### config.mk
export PLATFORM = sky130hd
export DESIGN_NAME = ehl_shift_buffer
export DESIGN_NICKNAME = d
export VERILOG_FILES = /design/src/rtl/ehl_buffer_pkg.sv /design/src/rtl/ehl_buffer_level_ctrl.sv /design/src/rtl/ehl_shift_buffer.sv
export SDC_FILE = /design/constraint.sdc
export NUM_CORES = 1
export LEC_CHECK = 0
export ABC_AREA = 1
export CORE_MARGIN = 2
export CORE_UTILIZATION = 30
export CTS_CLUSTER_DIAMETER = 80
export CTS_CLUSTER_SIZE = 14
export DETAILED_ROUTE_END_ITERATION = 8
export GPL_TIMING_DRIVEN = 0
export SKIP_LAST_GASP = 1
export SLEW_MARGIN = 5
export SYNTH_ARGS = -nofsm -noshare
export SYNTH_HDL_FRONTEND = slang
export SYNTH_SLANG_ARGS = --single-unit
### constraint.sdc
create_clock -name clk -period 6.1 [get_ports clk]
set_input_delay 1.525 -clock clk [delete_from_list [all_inputs] [get_ports clk]]
set_output_delay 1.525 -clock clk [all_outputs]
set_load 0.01 [all_outputs]
### src/rtl/ehl_buffer_pkg.sv
// Shared definitions for the ehl buffer family.
//   ehl_buf_mode_e : storage organisation selected by the MODE parameter
//   level_width()  : bit width of an entry counter able to hold 0..depth
package ehl_buffer_pkg;

  typedef enum logic {
    EHL_BUF_WR_PTR = 1'b0,  // write by pointer, read by shift
    EHL_BUF_RD_PTR = 1'b1   // write by shift, read by pointer
  } ehl_buf_mode_e;

  function automatic int unsigned level_width(input int unsigned depth);
    return $clog2(depth) + 1;
  endfunction

endpackage

### src/rtl/ehl_buffer_level_ctrl.sv
// Entry counter and registered status flags for the ehl buffers.
// Decides which requests are accepted and derives every flag from the
// next level, so the flags change on the same edge as level and have no
// combinational path from wr/rd.
//   clk, reset          : clock, synchronous active-high reset
//   wr, rd              : raw requests
//   wr_ok, rd_ok        : accepted requests (combinational)
//   level               : entry count 0..DEPTH
//   empty, full         : level == 0 / level == DEPTH
//   almost_empty/full   : level <= AEMPTY_LVL / level >= AFULL_LVL
module ehl_buffer_level_ctrl #(
  parameter int DEPTH      = 4,
  parameter int AFULL_LVL  = 3,
  parameter int AEMPTY_LVL = 1,
  parameter int LW         = 3
) (
  input  logic          clk,
  input  logic          reset,
  input  logic          wr,
  input  logic          rd,
  output logic          wr_ok,
  output logic          rd_ok,
  output logic [LW-1:0] level,
  output logic          empty,
  output logic          full,
  output logic          almost_empty,
  output logic          almost_full
);

  localparam logic [LW-1:0] LVL_MAX = LW'(DEPTH);
  localparam logic [LW-1:0] LVL_AF  = LW'(AFULL_LVL);
  localparam logic [LW-1:0] LVL_AE  = LW'(AEMPTY_LVL);

  logic [LW-1:0] lvl_nxt;

  // A read frees a slot in the same cycle, so a full buffer still takes wr+rd.
  assign wr_ok = wr & (~full | rd);
  assign rd_ok = rd & ~empty;

  always_comb begin
    lvl_nxt = level;
    if (wr_ok && !rd_ok)
      lvl_nxt = level + 1'b1;
    else if (rd_ok && !wr_ok)
      lvl_nxt = level - 1'b1;
  end

  always_ff @(posedge clk) begin
    if (reset) begin
      level        <= '0;
      empty        <= 1'b1;
      full         <= 1'b0;
      almost_empty <= 1'b1;
      almost_full  <= 1'b0;
    end else begin
      level        <= lvl_nxt;
      empty        <= (lvl_nxt == '0);
      full         <= (lvl_nxt == LVL_MAX);
      almost_empty <= (lvl_nxt <= LVL_AE);
      almost_full  <= (lvl_nxt >= LVL_AF);
    end
  end

endmodule

### src/rtl/ehl_shift_buffer.sv
// Small FIFO built from a shift register; data_out always shows the oldest
// entry. MODE 0 writes at a level-derived pointer and shifts on read;
// MODE 1 shifts on write and reads at a level-derived pointer.
// Optional feature: define EHL_SHIFT_BUFFER_ERR_FLAGS_EN to get sticky
// overflow/underflow flags cleared by clr_err; otherwise they read 0.
//   clk, reset        : clock, synchronous active-high reset
//   wr, rd, data_in   : write request, read request, write data
//   clr_err           : clears the sticky error flags
//   data_out          : head (oldest) entry, 0 when empty
//   empty, full, almost_empty, almost_full, level : registered status
//   overflow, underflow : sticky rejected-write / rejected-read flags
module ehl_shift_buffer
  import ehl_buffer_pkg::*;
#(
  parameter int DATA_WIDTH = 16,
  parameter int ADDR_WIDTH = 2,
  parameter int MODE       = 0,
  parameter int AFULL_LVL  = (2 ** ADDR_WIDTH) - 1,
  parameter int AEMPTY_LVL = 1
) (
  input  logic                  clk,
  input  logic                  reset,
  input  logic                  wr,
  input  logic                  rd,
  input  logic [DATA_WIDTH-1:0] data_in,
  input  logic                  clr_err,
  output logic [DATA_WIDTH-1:0] data_out,
  output logic                  empty,
  output logic                  full,
  output logic                  almost_empty,
  output logic                  almost_full,
  output logic [ADDR_WIDTH:0]   level,
  output logic                  overflow,
  output logic                  underflow
);

  localparam int DEPTH = 2 ** ADDR_WIDTH;
  localparam int LW    = int'(level_width(DEPTH));

  logic wr_ok, rd_ok;
  logic wr_rej, rd_rej;

  assign wr_rej = wr & ~wr_ok;
  assign rd_rej = rd & ~rd_ok;

  ehl_buffer_level_ctrl #(
    .DEPTH      (DEPTH),
    .AFULL_LVL  (AFULL_LVL),
    .AEMPTY_LVL (AEMPTY_LVL),
    .LW         (LW)
  ) u_level_ctrl (
    .clk          (clk),
    .reset        (reset),
    .wr           (wr),
    .rd           (rd),
    .wr_ok        (wr_ok),
    .rd_ok        (rd_ok),
    .level        (level),
    .empty        (empty),
    .full         (full),
    .almost_empty (almost_empty),
    .almost_full  (almost_full)
  );

  if (MODE == int'(EHL_BUF_WR_PTR)) begin : g_wr_ptr
    logic [DATA_WIDTH-1:0] mem [DEPTH];
    logic [ADDR_WIDTH-1:0] wr_idx;

    // A simultaneous read shifts everything down one slot, so the tail
    // slot for the new word is one lower.
    assign wr_idx   = ADDR_WIDTH'(level - LW'(rd_ok));
    assign data_out = mem[0];

    always_ff @(posedge clk) begin
      if (reset) begin
        for (int unsigned i = 0; i < DEPTH; i++) mem[i] <= '0;
      end else begin
        if (rd_ok) begin
          for (int unsigned i = 0; i < DEPTH - 1; i++) mem[i] <= mem[i+1];
          mem[DEPTH-1] <= '0;
        end
        if (wr_ok) mem[wr_idx] <= data_in;
      end
    end
  end else begin : g_rd_ptr
    logic [DATA_WIDTH-1:0] mem [DEPTH];
    logic [ADDR_WIDTH-1:0] rd_idx;

    // Oldest entry sits at level-1; wr+rd at full shifts the head out.
    assign rd_idx   = ADDR_WIDTH'(level - 1'b1);
    assign data_out = empty ? '0 : mem[rd_idx];

    always_ff @(posedge clk) begin
      if (reset) begin
        for (int unsigned i = 0; i < DEPTH; i++) mem[i] <= '0;
      end else if (wr_ok) begin
        for (int unsigned i = DEPTH - 1; i > 0; i--) mem[i] <= mem[i-1];
        mem[0] <= data_in;
      end
    end
  end

`ifdef EHL_SHIFT_BUFFER_ERR_FLAGS_EN
  // A new rejection in the clearing cycle keeps the flag set.
  always_ff @(posedge clk) begin
    if (reset) begin
      overflow  <= 1'b0;
      underflow <= 1'b0;
    end else begin
      overflow  <= (overflow  & ~clr_err) | wr_rej;
      underflow <= (underflow & ~clr_err) | rd_rej;
    end
  end
`else
  logic unused_clr_err;
  assign unused_clr_err = clr_err;
  assign overflow       = 1'b0;
  assign underflow      = 1'b0;
`endif

`ifndef SYNTHESIS
  if (AFULL_LVL < 1 || AFULL_LVL > DEPTH || AEMPTY_LVL < 0 ||
      AEMPTY_LVL > DEPTH - 1 || (MODE != 0 && MODE != 1)) begin : g_param_err
    $error("ehl_shift_buffer: parameter out of range (MODE=%0d AFULL_LVL=%0d AEMPTY_LVL=%0d DEPTH=%0d)",
           MODE, AFULL_LVL, AEMPTY_LVL, DEPTH);
  end

  always_ff @(posedge clk) begin
    if (!reset && wr_rej) $warning("ehl_shift_buffer: error, write rejected while full");
    if (!reset && rd_rej) $warning("ehl_shift_buffer: error, read rejected while empty");
  end
`endif

endmodule

==> impl_metrics.py, run 1 <==
metrics = {
    "timing": {
        "final.setup_skew_ns": 0.00731,
        "min_period_ns": 3.70,
        "finalMaxSlewViolations": 0,
        "hold_violations": 0,
        "max_freq_mhz": 270,
        "rsz0062_at_grt": "no",
        "period_share_pct": 60.7,
        "relSlewSlack_pct": 57.5,
        "tns_ns": 0,
        "setup_violations": 0,
        "tightest_slew_ns": 0.637,
    },
    "min_path": {
        "hp-class": "reg2reg",
        "hold_depth": 2,
    },
    "critical_path": {
        "critPathKind": "in2reg",
        "critPathMaxStageDelay_ns": 0.53,
        "worstRegToRegCells": 8,
        "path_depth": 8,
        "slowest_stage": "clkdlybuf4s50_1",
        "worstPathRequired_ns": 6.06,
        "path_max_fanout": 16,
        "cp_num_buf_inv": 4,
        "path_delay_family": "buffers and inverters",
        "worstPathArrival_ns": 3.66,
        "cp-start-kind": "input pin",
        "end_kind": "flip-flop",
        "worstPathCellList": "clkdlybuf4s50_1, inv_2, nor2_1, ha_1, inv_1, nand3_4, buf_2, nand2_1",
    },
    "clock_network": {
        "cts_resized": 0,
        "postCtsSetupBuffers": 0,
        "cts_tree": "yes",
        "path_clk_slew_ns": 0.05,
        "htreeDepth": 3,
        "clockRootBuffer": "clkbuf_16",
        "numCtsBuffers": 9,
        "cts.sinks": 71,
        "cts_hold_buffers": 0,
        "clock_path_buffers": 2,
        "clock_latency_ns": 0.33,
    },
    "synthesis": {
        "synth_xor_area_share_pct": 0,
        "ys_seq_area_share_pct": 60.9,
        "ys_seq_elements": 71,
        "syn_area_mm2": 0.00339,
        "yosys.area_share.simple_pct": 18.4,
        "yosysWarnings": 0,
        "synth_mux_area_share_pct": 0,
        "synth_compound_area_share_pct": 11.6,
        "synthCells": 288,
        "synth_fa_ha_area_share_pct": 1.11,
        "yosys.cell_types.count": 23,
        "synth_top_family_by_area": "simple AND/OR/NAND/NOR gates",
        "syn_area_per_cell_um2": 11.8,
    },
    "layout": {
        "final_common_cell": "edfxtp_1",
        "synthToLayoutAreaGrowth_pct": 26.9,
        "diodes": 0,
        "nets": 366,
        "drive_gt1_share_pct": 25.6,
        "layout_common_cells": "64 x edfxtp_1, 49 x nand3_1, 42 x clkdlybuf4s50_1",
    },
    "global_route": {
        "antenna_found_initial": 0,
        "grt_pass1_vias": 2094,
        "grt_overflow": 0,
        "grt_pass1_wl_um": 9750,
        "grt_start_max_net_pins": 17,
        "track_usage_pct": 10.4,
    },
    "detailed_routing": {
        "vias": 2172,
        "drc": 0,
        "wirelength_um": 5830,
        "avgViaCountPerCell": 4.46,
        "antenna_left": 0,
        "drt-initial-drc-count": 80,
        "firstDrtPassIters": 4,
        "avgRoutedWirePerCell_um": 12.0,
    },
    "placement": {
        "hpwl_um": 4590,
        "port_buffers": 42,
        "gp_congestion": 0.791,
    },
    "floorplan": {
        "core_mm2": 0.0109,
        "dieArea_mm2": 0.0122,
        "start_util_pct": 31.0,
        "die_x_um": 110,
        "num_rows": 38,
        "die_h_um": 110,
        "io_pins": 46,
    },
    "job": {
        "cap_violations": 0,
    },
    "power_and_ir_drop": {
        "p_per_area_mw_per_mm2": 316,
        "power_w": 0.00136,
        "ir_drop_mv": 0.153,
        "leakage_nw": 1.68,
    },
    "run_status": {
        "status": "complete, no violations",
    },
}
==> Yosys cell counts <==
master | instances | share of area [%]
buf_2 | 4 | 0.59
buf_4 | 3 | 0.66
buf_6 | 9 | 3.0
clkbuf_1 | 1 | 0.11
conb_1 | 1 | 0.11
dfxtp_1 | 7 | 4.1
edfxtp_1 | 64 | 57
ha_1 | 3 | 1.1
inv_1 | 29 | 3.2
inv_2 | 3 | 0.33
nand2_1 | 25 | 2.8
nand2_2 | 3 | 0.55
nand3_1 | 49 | 7.2
nand3_2 | 6 | 1.8
nand3_4 | 4 | 2.1
nand4_1 | 1 | 0.18
nor2_1 | 24 | 2.7
nor2_2 | 1 | 0.18
nor2_8 | 1 | 0.59
o21ai_1 | 7 | 1.0
o21ai_2 | 41 | 11
or2_1 | 1 | 0.18
or2_2 | 1 | 0.18
==> area by class of cell <==
type,count,area [µm²]
Timing Repair Buffer,42,420
Buffer,17,148
Inverter,32,120
Tap cell,140,175
Clock buffer,9,225
Clock inverter,7,87.6
Multi-Input combinational cell,169,1060
Fill cell,1052,6640
Sequential cell,71,2060
==> registers in the layout, summed over array words and instances, names as in the netlist <==
signal,count
u_level_ctrl.level,3
u_level_ctrl.almost_empty,1
u_level_ctrl.full,1
u_level_ctrl.almost_full,1
g_wr_ptr.mem,64
u_level_ctrl.empty,1
==> routing by layer <==
| layer | global-route usage [%] | up-vias | share of wire, % |
|---|---|---|---|
| met2 | 18.5 | 50 | 50 |
| met3 | 1.76 | 9 | 3.6 |
| met5 | 0 | - | 0 |
| li1 | - | 1123 | - |
| met1 | 12.3 | 990 | 45 |
| met4 | 4.55 | 0 | 2.1 |
==> tightest hold or removal path: stages (launching register included) <==
cell and delay [ns]:
edfxtp_1 0.32, nand3_1 0.08, o21ai_2 0.06
==> report_power, final <==
part	internal (W)	switching [W]
combinational	0.0000845	0.000115
sequential	0.000598	0.0000173
clock	0.000354	0.000189
==> stage by stage <==
step / cell area (µm²) / hold slack [ns] / instances / worst slack, ns / utilization, %
2_1_floorplan: 3390 / 0.532 / 289 / 2.89 / -
3_3_place_gp: 3990 / 0.543 / 471 / 2.07 / 36.5
3_5_place_dp: 3990 / 0.545 / 471 / 2.05 / 36.5
4_1_cts: 4300 / 0.560 / 487 / 2.38 / 39.3
5_1_grt: 4300 / 0.574 / 487 / 2.19 / 39.3
6_report: 4300 / 0.558 / 487 / 2.40 / 39.3
==> cell families after synthesis <==
group,Yosys count
AND/OR/NAND/NOR,116
flip-flops,71
buffers and inverters,49
AO/OA/AOI/OAI,48
adder cells (fa/ha/maj),3
other,1
==> worst paths after layout <==
check / start / end / slack [ns]
setup / recovery: rd / g_wr_ptr.mem[3][11] / 2.40
hold / removal: g_wr_ptr.mem[3][4] / g_wr_ptr.mem[2][4] / 0.56
setup reg to reg: u_level_ctrl.level[0] / g_wr_ptr.mem[3][11] / 3.80
hold reg to reg: g_wr_ptr.mem[3][4] / g_wr_ptr.mem[2][4] / 0.56
(Power assumes the default switching activity.)
==> run 2: changes to the inputs <==
==> constraint.sdc (replaced) <==
create_clock -name clk -period 3.4 [get_ports clk]
set_input_delay 0.85 -clock clk [delete_from_list [all_inputs] [get_ports clk]]
set_output_delay 0.85 -clock clk [all_outputs]
set_load 0.01 [all_outputs]
==> results of run 2 <==
Same layout as run 1 (identical final DEF). Status: complete, no violations.
Among the figures that moved: setup slack after placement 2.05 ns -> 0.0201 ns; setup slack after layout 2.40 ns -> 0.370 ns; register-to-register setup slack 3.80 ns -> 1.10 ns; total power 0.00136 W -> 0.00244 W; worst IR drop on VDD 0.153 mV -> 0.274 mV
